[config.mk]
export PLATFORM = sky130hd
export DESIGN_NAME = key_reset_sequencer
export DESIGN_NICKNAME = d
export VERILOG_FILES = /design/src/rtl/key_reset_pkg.sv /design/src/rtl/key_debouncer.sv /design/src/rtl/key_reset_sequencer.sv
export SDC_FILE = /design/constraint.sdc
export NUM_CORES = 1
export LEC_CHECK = 0
export CORE_MARGIN = 2
export CORE_UTILIZATION = 55
export DETAILED_ROUTE_END_ITERATION = 8
export DONT_BUFFER_PORTS = 1
export MAX_ROUTING_LAYER = met4
export PLACE_DENSITY = 0.68
export SETUP_SLACK_MARGIN = 0.02
export SYNTH_ARGS = -nofsm -noshare
export SYNTH_HDL_FRONTEND = slang
export SYNTH_SLANG_ARGS = --single-unit
[constraint.sdc]
create_clock -name clock_in -period 4.83 [get_ports clock_in]
set_input_delay 0.483 -clock clock_in [delete_from_list [all_inputs] [get_ports clock_in]]
set_output_delay 0.483 -clock clock_in [all_outputs]
set_load 0.05 [all_outputs]
[src/rtl/key_reset_pkg.sv]
// key_reset_pkg: shared FSM encoding, press counter width and counter-width helper
package key_reset_pkg;
  typedef enum logic [1:0] {S_STRETCH, S_HELD, S_RUN} state_t;
  localparam int PRESS_COUNT_W = 8;
  function automatic int cnt_w(input int n);
    return (n > 1) ? $clog2(n) : 1;
  endfunction
endpackage

[src/rtl/key_debouncer.sv]
// key_debouncer: synchroniser plus debouncer for an active-low key, with press/release strobes
module key_debouncer
  import key_reset_pkg::*;
#(
  parameter int SYNC_STAGES     = 2,
  parameter int DEBOUNCE_CYCLES = 50000
) (
  input  logic clock_in,
  input  logic reset_in,
  input  logic key_n_in,
  output logic o_level_n,
  output logic o_press_stb,
  output logic o_release_stb
);
  localparam int CW = cnt_w(DEBOUNCE_CYCLES);
  logic [SYNC_STAGES-1:0] r_sync;
  logic [CW-1:0]          r_cnt;
  logic                   w_diff;
  logic                   w_flip;
  assign w_diff = r_sync[SYNC_STAGES-1] != o_level_n;
  assign w_flip = w_diff && (r_cnt == CW'(DEBOUNCE_CYCLES - 1));
  // any cycle where the synced level agrees with the accepted level restarts the count
  always_ff @(posedge clock_in) begin
    if (reset_in) begin
      r_sync        <= '1;
      r_cnt         <= '0;
      o_level_n     <= 1'b1;
      o_press_stb   <= 1'b0;
      o_release_stb <= 1'b0;
    end else begin
      r_sync        <= {r_sync[SYNC_STAGES-2:0], key_n_in};
      r_cnt         <= (w_diff && !w_flip) ? r_cnt + CW'(1) : '0;
      o_level_n     <= w_flip ? ~o_level_n : o_level_n;
      o_press_stb   <= w_flip && o_level_n;
      o_release_stb <= w_flip && !o_level_n;
    end
  end
endmodule

[src/rtl/key_reset_sequencer.sv]
// key_reset_sequencer: debounced push-button CPU reset with post-release/board-reset stretch.
// Optional CPU watchdog compiled in with KEY_RESET_WATCHDOG_EN.
module key_reset_sequencer
  import key_reset_pkg::*;
#(
  parameter int SYNC_STAGES     = 2,
  parameter int DEBOUNCE_CYCLES = 50000,
  parameter int STRETCH_CYCLES  = 16,
  parameter int WDT_CYCLES      = 1048576
) (
  input  logic                     clock_in,
  input  logic                     reset_in,
  input  logic                     key_n_in,
  input  logic                     heartbeat_in,
  output logic                     cpu_reset_out,
  output logic                     key_pressed,
  output logic [PRESS_COUNT_W-1:0] press_count
);
  localparam int SW = cnt_w(STRETCH_CYCLES);
  state_t        r_state;
  logic [SW-1:0] r_stretch;
  logic          w_level_n;
  logic          w_press;
  logic          w_release;
  logic          w_wdt_expire;
  logic          w_stretch_done;

  key_debouncer #(
    .SYNC_STAGES    (SYNC_STAGES),
    .DEBOUNCE_CYCLES(DEBOUNCE_CYCLES)
  ) u_debouncer (
    .clock_in     (clock_in),
    .reset_in     (reset_in),
    .key_n_in     (key_n_in),
    .o_level_n    (w_level_n),
    .o_press_stb  (w_press),
    .o_release_stb(w_release)
  );

  assign key_pressed    = ~w_level_n;
  assign w_stretch_done = r_stretch == SW'(STRETCH_CYCLES - 1);

`ifdef KEY_RESET_WATCHDOG_EN
  localparam int WW = cnt_w(WDT_CYCLES);
  logic [WW-1:0] r_wdt;
  assign w_wdt_expire = (r_state == S_RUN) && !heartbeat_in && (r_wdt == WW'(WDT_CYCLES - 1));
  // held at zero outside S_RUN, so every entry to S_RUN starts a fresh timeout
  always_ff @(posedge clock_in) begin
    r_wdt <= (reset_in || r_state != S_RUN || heartbeat_in) ? '0 : r_wdt + WW'(1);
  end
`else
  logic w_unused;
  assign w_unused     = heartbeat_in;
  assign w_wdt_expire = 1'b0;
`endif

  always_ff @(posedge clock_in) begin
    if (reset_in) begin
      r_state       <= S_STRETCH;
      r_stretch     <= '0;
      cpu_reset_out <= 1'b1;
      press_count   <= '0;
    end else begin
      case (r_state)
        S_STRETCH: begin
          if (w_press || w_stretch_done) begin
            r_state       <= (w_press || !w_level_n) ? S_HELD : S_RUN;
            cpu_reset_out <= w_press || !w_level_n;
            r_stretch     <= '0;
          end else begin
            r_stretch <= r_stretch + SW'(1);
          end
        end
        S_HELD: begin
          if (w_release) begin
            r_state   <= S_STRETCH;
            r_stretch <= '0;
          end
        end
        S_RUN: begin
          if (w_press) begin
            r_state       <= S_HELD;
            cpu_reset_out <= 1'b1;
            press_count   <= press_count + PRESS_COUNT_W'(1);
          end else if (w_wdt_expire) begin
            r_state       <= S_STRETCH;
            r_stretch     <= '0;
            cpu_reset_out <= 1'b1;
          end
        end
        default: begin
          r_state       <= S_STRETCH;
          r_stretch     <= '0;
          cpu_reset_out <= 1'b1;
        end
      endcase
    end
  end
endmodule

; Word-level counts from Yosys, hierarchy flattened
; Cells that the tools add are included.
[op_classes]
n_addsub = 3
eq_ne = 8
muxes = 11
bitwise_logic = 4
n_reduce_logical = 14
[ops]
columns = cell, n
row1 = $add 16x1->16 const B, 1
row2 = $eq 16x16->1 const B, 1
row3 = $pmux 4 s3, 1
row4 = $add 8x1->8 const B, 1
row5 = $mux 2, 4
row6 = $mux 4, 2
row7 = $pmux 2 s3, 1
row8 = $reduce_and 3->1, 2
row9 = $add 4x1->4 const B, 1
row10 = $eq 4x4->1 const B, 1
row11 = $logic_and 1x1->1, 4
row12 = $ne 2x1->1 const B, 2
row13 = $not 1->1, 4
row14 = $reduce_and 2->1, 2
row15 = $pmux 1 s3, 1
row16 = $eq 2x1->1 const B, 1
row17 = $eq 2x2->1 const B, 1
row18 = $logic_not 1->1, 2
row19 = $logic_not 2->1, 1
row20 = $logic_or 1x1->1, 2
row21 = $mux 1, 2
row22 = $ne 2x2->1 const B, 1
row23 = $reduce_or 2->1, 1
row24 = $ne 1x1->1, 1
[totals]
register_bits = 36
in_bits = 4
output_inout_bits = 10

; Longest topological paths before layout
; Gate-level depths: netlist (run 1).
[depth]
ltp_word = 6
mapped_depth = 6
depth_no_buf = 5

; Modules after synthesis
; Synthesis (run 1) repeated with hierarchy kept, for this count alone.
[hier_totals]
hier_cells = 186
area_unflattened_um2 = 1677.9
[modules_own_cells]
columns = mod, n_inst, cells_each, area_per_inst_um2, seq_area_each_um2
row1 = key_debouncer, 1, 97, 898.4, 420.4
row2 = key_reset_sequencer, 1, 89, 779.5, 300.3

; Least setup slack after synthesis (run 1)
; No wires, ideal clock.
[synth_timing]
path_type = register to register
startpoint = reg u_debouncer.r_cnt[0]
endpoint = reg u_debouncer.r_cnt[10]
arrival_time_ns = 1.432
t_required_ns = 4.715
slack_ns = 3.284
path_stages_with_launch = 7
period_less_slack_ns = 1.546
cell_sequence = dfxtp_1 -> ha_1 -> nand4_1 -> nand4b_1 -> nand2_1 -> buf_4 -> nor2_1
[synth_via]
elab_chain_len = 6
elab_cells_between_ends = 7
[synth_lines]
columns = element, line
row1 = start: declaration, key_debouncer.sv:17  ; logic [CW-1:0] r_cnt;
row2 = start signal: assignment, key_debouncer.sv:32  ; r_cnt <= (w_diff && !w_flip) ? r_cnt + CW'(1) : '0;
row3 = branches (longest 6 deep; another with $add 16x1->16), n/a
; Parallel ways; which one is timed is not known.
; A chain may end at the register's enable or synchronous reset.

; Worst setup path in the final report (run 1)
[layout_timing]
startpoint = reg u_debouncer.r_cnt[0]
endpoint = reg u_debouncer.r_cnt[5]
; Same word-level chain as after synthesis.

==> results.yml, run 1 <==
finish:
  drive_above_1_share_pct: 8.84
  area_delta_synth_final_pct: 3.64
  nets: 187
  n_fill_cell: 245
  n_antenna_cell: 0
worst_hold_path:
  hold_class: "input pin to flip-flop"
  min_from: "reset_in"
timing:
  tightest_slew_ns: 0.599
  slew_violations: 0
  hold_viol: 0
  rsz0062_at_grt: "false"
  min_period_ns: 1.92
  fin_tns_setup_ns: 0
  slew-limit-headroom_pct: 60.0
  setup_violations: 0
  period_share_pct: 39.8
  skew_ns: 0.0132
  layout_setup_ws_ns: 2.91
  fmax_mhz: 520
global_route:
  grt_pass1_vias: 1152
  antenna_found_initial: 0
  grt_usage_pct: 19.5
  grt_max_degree: 22
  grt_pass1_wl_um: 4890
  grt-ovfl-total: 0
clocking:
  cts_hold_buf: 0
  cts_resized: 0
  cts_setup_buffers: 0
  clock_latency_ns: 0.34
  tritoncts: "yes"
  clkSinkCount: 36
  cts_buffers: 5
  clockBufferDepth: 2
  clk_pin_slew_worst_paths_ns: 0.11
  clock-root-buffer: "clkbuf_4"
  htreeDepth: 2
placement:
  place_congestion: 0.797
  preCtsSetupSlack_ns: 2.88
  io_buffers: 0
  place_hpwl_um: 1930
synthesis:
  yosysSeqAreaShare_pct: 44.7
  synth_top_cell_by_area: "dfxtp_1"
  yosysWarnings: 0
  synth_common_cells: "dfxtp_1, nor2_1, xor2_1, nand2_1, nand3_1"
  avgSynthCellArea_um2: 8.97
  synthArstFlopShare_pct: 0
  synth_cell_types: 44
  netlist_instances: 180
  yosysMostFrequentCell: "dfxtp_1"
  ys.flop_type: "dfxtp_1"
  synth_nets: 187
  synth_area_leaders: "dfxtp_1, xor2_1, nor2_1, xnor2_1, nand3_1"
  ys_ff_latch: 36
  synthesis.area_mm2: 0.00161
  synth_edf_count: 0
  netlist.area_leader.share_pct: 44.7
detailed_routing:
  dr_wl_met2_um: 1270
  drc_errors: 0
  highest_layer: "met4"
  routed_via_density: 5.83
  wirelength_um: 2720
  postRouteAntennaNets: 0
  wl_met3_um: 83
  met1_length_um: 1300
  wl_per_cell_um: 12.8
  first_pass_iters: 4
  drtIter0Drc: 59
  vias: 1235
floorplanning:
  initial_core_util_pct: 58.0
  die_x_um: 58.2
  row_count: 19
  core_area_mm2: 0.00278
  ios: 14
  chipHeight_um: 58.2
  die_area_mm2: 0.00338
setup_path:
  cp.required_ns: 5.05
  start_kind: "flip-flop"
  cp_max_fo: 14
  crit_path_end_kind: "flip-flop"
  critical_path_class: "flip-flop to flip-flop"
  cp.arrival_ns: 2.14
  r2r-start: "u_debouncer.r_cnt[0]"
  crit_start: "u_debouncer.r_cnt[0]"
run_status:
  status: "complete, no violations"
pwr:
  ir_drop_mv: 0.265
  powerDensity_mw_per_mm2: 280
  p_leak_nw: 0.590
run:
  maxCapViolCount: 0
==> stage by stage <==
stage | power [mW] | hold slack [ns] | area (µm²) | utilization (%) | std cells
2_1_floorplan | 0.318 | 0.389 | 1610 | - | 180
3_3_place_gp | 0.318 | 0.396 | 1620 | 58.1 | 204
3_5_place_dp | 0.318 | 0.399 | 1620 | 58.1 | 204
4_1_cts | 0.477 | 0.170 | 1670 | 60.1 | 212
5_1_grt | 0.492 | 0.159 | 1670 | 60.1 | 212
6_report | 0.469 | 0.194 | 1670 | 60.1 | 212
==> power breakdown <==
group | leakage (nW) | internal, mW | switching (mW)
clock | 0.0349 | 0.0558 | 0.101
combinational | 0.264 | 0.00425 | 0.00372
sequential | 0.291 | 0.300 | 0.00351
total | 0.590 | 0.360 | 0.109
==> flip-flops by register name (all words and copies together) (netlist names) <==
register                   flops
r_state                        2
u_debouncer.o_level_n          1
u_debouncer.o_press_stb        1
u_debouncer.o_release_stb      1
r_stretch                      4
u_debouncer.r_cnt             16
press_count                    8
cpu_reset_out                  1
u_debouncer.r_sync             2
==> final timing paths <==
path                                              end  slack, ns  cells after the start
worst max-delay path             u_debouncer.r_cnt[5]       2.91                      5
worst min register to register  u_debouncer.r_sync[1]       0.42                      1
worst max register to register   u_debouncer.r_cnt[5]       2.91                      5
worst min-delay path                     r_stretch[2]       0.19                      1
==> kinds of logic after synthesis <==
group                      synth area share (%)
buffers and inverters                      3.18
and+or+nand+nor                            29.5
xor gates and xnor gates                   10.3
muxes                                     0.620
AOI/OAI and AO/OA                          9.46
adders and majority gates                  2.33
DFF                                        44.7
==> cells in the final DEF (no fill, tap or decap), types with 3 or more instances in the layout <==
master	n
inv_1	4
clkbuf_4	5
nand2b_1	4
nor2_1	27
nor3_1	8
xor2_1	12
nand2_1	10
a21oi_1	4
ha_1	3
nor4_1	3
nand3_1	10
xnor2_1	7
nand4_1	6
and3_1	3
dfxtp_1	36
==> final cells by class <==
class                           instances  area [µm²]  area share [%]
Inverter                                4        15.0           0.898
Clock buffer                            5        37.5            2.24
Sequential cell                        36         721            43.1
Multi-Input combinational cell        133         842            50.3
Clock inverter                          3        18.8            1.12
Tap cell                               31        38.8            2.32
==> critical path: stages (launching register included) <==
cell and delay [ns]:
dfxtp_1 0.41, ha_1 0.24, nand4_1 0.24, nand4b_1 0.36, nand2_1 0.46, nor2_1 0.10
==> metal layers <==
metal,track usage (%),vias up
met1,22.2,574
li1,-,638
met2,31.0,15
met4,7.97,0
met3,6.92,8
met5,-,-
(Power assumes the default switching activity.)
==> run 2, diff against run 1 <==
--- a/config.mk
+++ b/config.mk
@@ -10,7 +10,7 @@
 export DETAILED_ROUTE_END_ITERATION = 8
 export DONT_BUFFER_PORTS = 1
 export MAX_ROUTING_LAYER = met4
-export PLACE_DENSITY = 0.68
+export PLACE_DENSITY = 0.71
 export SETUP_SLACK_MARGIN = 0.02
 export SYNTH_ARGS = -nofsm -noshare
 export SYNTH_HDL_FRONTEND = slang
==> constraint.sdc (replaced) <==
create_clock -name clock_in -period 1.6 [get_ports clock_in]
set_input_delay 0.16 -clock clock_in [delete_from_list [all_inputs] [get_ports clock_in]]
set_output_delay 0.16 -clock clock_in [all_outputs]
set_load 0.05 [all_outputs]
==> results.yml, run 2 (synthesized netlist as in run 1, its figures left out) <==
clocking:
  clkSinkCount: 36
  cts_buffers: 5
  clock-root-buffer: "clkbuf_4"
  clock_latency_ns: 0.34
  tritoncts: "yes"
  clk_pin_slew_worst_paths_ns: 0.10
  clockBufferDepth: 2
  htreeDepth: 2
finish:
  n_fill_cell: 220
  area_delta_synth_final_pct: 23.7
  nets: 222
  drive_above_1_share_pct: 27.9
  largest_registers: "u_debouncer.r_cnt (16), press_count (8), r_stretch (4)"
  largest_reg_flops: 16
  top_register: "u_debouncer.r_cnt"
  n_antenna_cell: 0
  final_common_cell: "buf_4"
  mostFrequentLayoutCells: "buf_4, dfxtp_1, nor2_1"
  postLayoutCoreUtil_pct: 71.8
global_route:
  grt_max_degree: 21
  antenna_found_initial: 0
  grt_pass1_vias: 1390
  grt-ovfl-total: 0
  grt_usage_pct: 23.3
  grt_pass1_wl_um: 5750
pwr:
  powerDensity_mw_per_mm2: 751
  ir_drop_mv: 0.786
  p_leak_nw: 0.769
floorplanning:
  chipHeight_um: 58.2
  die_area_mm2: 0.00338
  ios: 14
  row_count: 19
  initial_core_util_pct: 58.0
  die_x_um: 58.2
  core_area_mm2: 0.00278
worst_hold_path:
  hold_class: "input pin to flip-flop"
  min_from: "reset_in"
timing:
  setup_violations: 0
  fin_tns_setup_ns: 0
  hold_viol: 0
  skew_ns: 0.0101
  fmax_mhz: 656
  whs_ns: 0.0322
  period_share_pct: 95.2
  rsz0062_at_grt: "true"
  slew_violations: 0
  slew-limit-headroom_pct: 52.6
  tightest_slew_ns: 0.709
  min_period_ns: 1.52
  layout_setup_ws_ns: 0.0765
setup_path:
  critPathTopFamily: "simple AND/OR/NAND/NOR gates"
  crit_buf_inv: 0
  reg2reg_depth: 4
  rrSetupSlack_ns: 0.08
  slowest_stage: "or4_4"
  r2r-start: "u_debouncer.r_cnt[2]"
  r2r-end: "u_debouncer.r_cnt[15]"
  cp.required_ns: 1.89
  cp.depth: 4
  start_kind: "flip-flop"
  cp_max_fo: 4
  critical_path_class: "flip-flop to flip-flop"
  crit_end: "u_debouncer.r_cnt[15]"
  max_stage_delay_ns: 0.57
  crit_path_end_kind: "flip-flop"
  cp.arrival_ns: 1.81
  cp_cell_sequence: "and4_1 -> nand4_1 -> or4_4 -> a21oi_2"
  crit_start: "u_debouncer.r_cnt[2]"
placement:
  place_congestion: 0.845
  preCtsSetupSlack_ns: -0.00745
  io_buffers: 0
  place_hpwl_um: 2320
detailed_routing:
  wl_met3_um: 134
  wl_per_cell_um: 13.6
  dr_wl_met2_um: 1690
  routed_via_density: 5.60
  met1_length_um: 1460
  vias: 1378
  postRouteAntennaNets: 0
  drtIter0Drc: 60
  wirelength_um: 3350
  first_pass_iters: 5
  highest_layer: "met4"
  drc_errors: 0
run:
  maxCapViolCount: 0
run_status:
  status: "complete, no violations"
==> run 2: cell types whose count changed in the layout (fill, tap and decap cells not counted), sizes merged <==
cell	before	now
dlygate4sd3	0	2
clkinv	3	0
clkbuf	5	7
buf	0	33
==> run 2: per-stage QoR <==
stage / power [mW] / area, µm² / cells
after floorplan: 0.961 / 1610 / 180
after global placement: 0.966 / 1810 / 230
after detailed placement: 0.968 / 1810 / 230
after CTS: 1.52 / 1940 / 242
after global routing: 1.56 / 2000 / 246
final: 1.50 / 2000 / 246
==> run 2: layout make-up <==
class                           count  area [µm²]  share of cell area (%)
Clock buffer                        7        65.1                    3.26
Inverter                            4        15.0                   0.752
Multi-Input combinational cell    133         882                    44.2
Sequential cell                    36         728                    36.5
Tap cell                           31        38.8                    1.94
Timing Repair Buffer               35         268                    13.4
==> run 2: how the worst min path moves through the flow <==
| stage | slack [ns] | endpoint | depth (start not counted) |
|---|---|---|---|
| after floorplan | 0.26 | u_debouncer.r_sync[0] | 1 |
| after global placement | 0.23 | r_stretch[3] | 1 |
| after detailed placement | 0.24 | press_count[2] | 1 |
| after CTS | 0.01 | u_debouncer.r_cnt[2] | 2 |
| after global routing | 0.03 | u_debouncer.r_cnt[2] | 2 |
| final | 0.03 | u_debouncer.r_cnt[2] | 2 |
==> run 2: worst reg2reg max path, stage by stage (launching register included) <==
cell,delay (ns)
dfxtp_2,0.36
and4_1,0.22
nand4_1,0.22
or4_4,0.57
a21oi_2,0.12
==> run 2: report_power, final <==
part           leakage [nW]  switching (mW)  total, mW  internal (mW)
clock network        0.0374           0.287      0.536          0.249
registers             0.294         0.00725      0.913          0.906
logic                 0.438          0.0253     0.0514         0.0261
total                 0.769           0.319       1.50           1.18
==> run 2: repair_timing <==
| item | in CTS | in global routing |
|---|---|---|
| hold buffers | 2 | 0 |
| endpoints found under the hold margin | 20 | 0 |
| setup buffers | 3 | 4 |
| resized for setup | 5 | 8 |
| pin swaps | 2 | 6 |
| setup endpoints to repair | 1 | 19 |
==> run 2: per-layer routing <==
metal  up-vias  GRT usage, %
li1        710             -
met1       636          24.3
met2        27          38.6
met3         5          7.59
met4         0          12.6
met5         -             -
==> run 3, diff against run 2 <==
--- a/config.mk
+++ b/config.mk
@@ -5,6 +5,8 @@
 export SDC_FILE = /design/constraint.sdc
 export NUM_CORES = 1
 export LEC_CHECK = 0
+export ABC_CLOCK_PERIOD_IN_PS = 1600
+export CORE_ASPECT_RATIO = 2
 export CORE_MARGIN = 2
 export CORE_UTILIZATION = 55
 export DETAILED_ROUTE_END_ITERATION = 8
@@ -14,4 +16,5 @@
 export SETUP_SLACK_MARGIN = 0.02
 export SYNTH_ARGS = -nofsm -noshare
 export SYNTH_HDL_FRONTEND = slang
+export SYNTH_HIERARCHICAL = 1
 export SYNTH_SLANG_ARGS = --single-unit
==> results.yml, run 3 <==
synthesis:
  netlist.area_leader.share_pct: 43.0
  synth-simple-area-share_pct: 31.8
  synth_compound_area_share_pct: 8.65
  synth_top_cell_by_area: "dfxtp_1"
  yosysSeqAreaShare_pct: 43.0
  synth_area_leaders: "dfxtp_1, xnor2_1, nor2_1, nand3_1, a21oi_1"
  synthesis.area_mm2: 0.00168
  synthArstFlopShare_pct: 0
  synth_nets: 193
  synthMuxAreaShare_pct: 0.671
  avgSynthCellArea_um2: 9.02
  synth_cell_types: 42
  ys_ff_latch: 36
  synth_xor_area_share_pct: 8.87
  ys.flop_type: "dfxtp_1"
  synth_edf_count: 0
  yosysMostFrequentCell: "dfxtp_1"
  synth_top_family_by_area: "simple AND/OR/NAND/NOR gates"
  netlist_instances: 186
  yosysWarnings: 6
  synth_fa_ha_area_share_pct: 2.24
  synth_common_cells: "dfxtp_1, nor2_1, xnor2_1, nand3_1, a21oi_1"
floorplanning:
  initial_core_util_pct: 57.0
  die_area_mm2: 0.00354
  die_x_um: 43.1
  chipHeight_um: 82.1
  core_area_mm2: 0.00294
  row_count: 28
  ios: 14
global_route:
  grtUsageMet3_pct: 4.13
  grtUsageMet2_pct: 38.6
  grt_pass1_vias: 1319
  grt-ovfl-total: 0
  grt-busiest-layer: "met2"
  antenna_found_initial: 0
  grt_use_met1_pct: 18.2
  grt_pass1_wl_um: 5330
  grt_max_degree: 16
  grt_usage_pct: 20.9
finish:
  postLayoutCoreUtil_pct: 66.2
  nets: 214
  multi_input_area_um2: 900
  drive_above_1_share_pct: 21.3
  n_antenna_cell: 0
  mostFrequentLayoutCells: "dfxtp_1, nor2_1, buf_4"
  area_delta_synth_final_pct: 16.0
  largest_registers: "u_debouncer/r_cnt (16), press_count (8), r_stretch (4)"
  fin_cells: 237
  top_register: "u_debouncer/r_cnt"
  final_common_cell: "dfxtp_1"
  largest_reg_flops: 16
  seq_area_um2: 731
  n_fill_cell: 241
setup_path:
  r2r-start: "r_state[0]"
  cp.required_ns: 1.81
  cp_cell_sequence: "buf_4 -> or2_4 -> or4_1 -> a31oi_1"
  cp.depth: 4
  crit_end: "r_stretch[3]"
  cp_max_fo: 10
  critPathTopFamily: "simple AND/OR/NAND/NOR gates"
  start_kind: "flip-flop"
  crit_buf_inv: 1
  slowest_stage: "or4_1"
  crit_path_end_kind: "flip-flop"
  r2r-end: "r_stretch[3]"
  reg2reg_depth: 4
  cp.arrival_ns: 1.65
  critical_path_class: "flip-flop to flip-flop"
  max_stage_delay_ns: 0.47
  crit_start: "r_state[0]"
  rrSetupSlack_ns: 0.16
clocking:
  clk_pin_slew_worst_paths_ns: 0.07
  htreeDepth: 2
  clock-root-buffer: "clkbuf_8"
  tritoncts: "yes"
  cts_setup_buffers: 0
  clockBufferDepth: 2
  clkSinkCount: 36
  clock_latency_ns: 0.29
  cts_buffers: 5
pwr:
  ir_drop_mv: 0.727
  pwr-share-clk_pct: 37.3
  combinationalPowerShare_pct: 4.6
  powerDensity_mw_per_mm2: 817
  p_switching_mw: 0.351
  p_int_mw: 1.24
  p_leak_nw: 0.725
  switching_share_pct: 22.1
  seqPwrFrac_pct: 58.1
  total_power_mw: 1.59
timing:
  skew_ns: 0.00779
  setup_violations: 0
  hold_viol: 0
  tightest_slew_ns: 0.586
  period_share_pct: 89.9
  fin_tns_setup_ns: 0
  fmax_mhz: 695
  slew-limit-headroom_pct: 60.8
  rsz0062_at_grt: "true"
  slew_violations: 0
  whs_ns: 0.0252
  min_period_ns: 1.44
detailed_routing:
  wl_per_cell_um: 13.6
  drc_errors: 0
  drtIter0Drc: 23
  postRouteAntennaNets: 0
  wirelength_um: 3220
  vias: 1383
  routed_via_density: 5.84
  first_pass_iters: 4
placement:
  place_congestion: 0.849
  io_buffers: 0
  dp_cells: 228
  place_hpwl_um: 2320
run_status:
  status: "complete, no violations"
worst_hold_path:
  min_from: "reset_in"
  hold_class: "input pin to flip-flop"
run:
  maxCapViolCount: 0
run 3: cell types whose count changed in the layout (fill, tap and decap cells not counted), sizes merged, moves of 3 or more:
cell,delta
a21oi,+4
buf,-14
inv,+3
nand2b,-4
o21ai,+3
or4,+3
xnor2,+7
xor2,-9
run 3: what timing repair did:
action,4_1_cts,5_1_grt
resized for setup,0,9
hold endpoints to repair,15,0
endpoints found under the setup margin,0,18
hold buffers,2,0
run 3: cell type report:
cell class / instances / area share [%]
Clock inverter: 1 / 0.257
Sequential cell: 36 / 37.5
Timing Repair Buffer: 21 / 9.00
Inverter: 7 / 1.35
Clock buffer: 6 / 3.73
Tap cell: 30 / 1.93
Multi-Input combinational cell: 136 / 46.2
run 3: power groups by stage:
stage	combinational [mW]	clock, mW	sequential [mW]
after global routing	0.0830	0.645	0.925
after CTS	0.0733	0.620	0.925
final	0.0729	0.594	0.924
after floorplan	0.0520	0	0.944
after detailed placement	0.0637	0	0.945
after global placement	0.0600	0	0.944
run 3: metal layers:
layer | vias to the layer above | share of wire, %
met5 | - | 0
met4 | 0 | 2.9
met3 | 10 | 2.7
met2 | 17 | 57
met1 | 656 | 37
li1 | 700 | -
run 3: cells by family after synthesis:
| group | after synthesis |
|---|---|
| adders and majority gates | 3 |
| DFF | 36 |
| xor gates and xnor gates | 17 |
| muxes | 1 |
| and+or+nand+nor | 91 |
| AOI/OAI and AO/OA | 24 |
| buffers and inverters | 14 |
run 3: how the worst min path moves through the flow:
stage                     slack, ns                     to  cells past startpoint
after detailed placement       0.23         press_count[1]                      1
after floorplan                0.25  u_debouncer/o_level_n                      1
after global placement         0.23         press_count[1]                      1
after global routing           0.02             r_state[1]                      2
final                          0.03             r_state[1]                      2
after CTS                      0.02             r_state[1]                      2
run 3: stage by stage:
step / setup WS (ns) / area [µm²]
after floorplan: 0.0611 / 1680
after CTS: 0.0339 / 1920
after global routing: 0.0309 / 1950
final: 0.162 / 1950
after global placement: 0.0856 / 1820
after detailed placement: 0.0445 / 1820
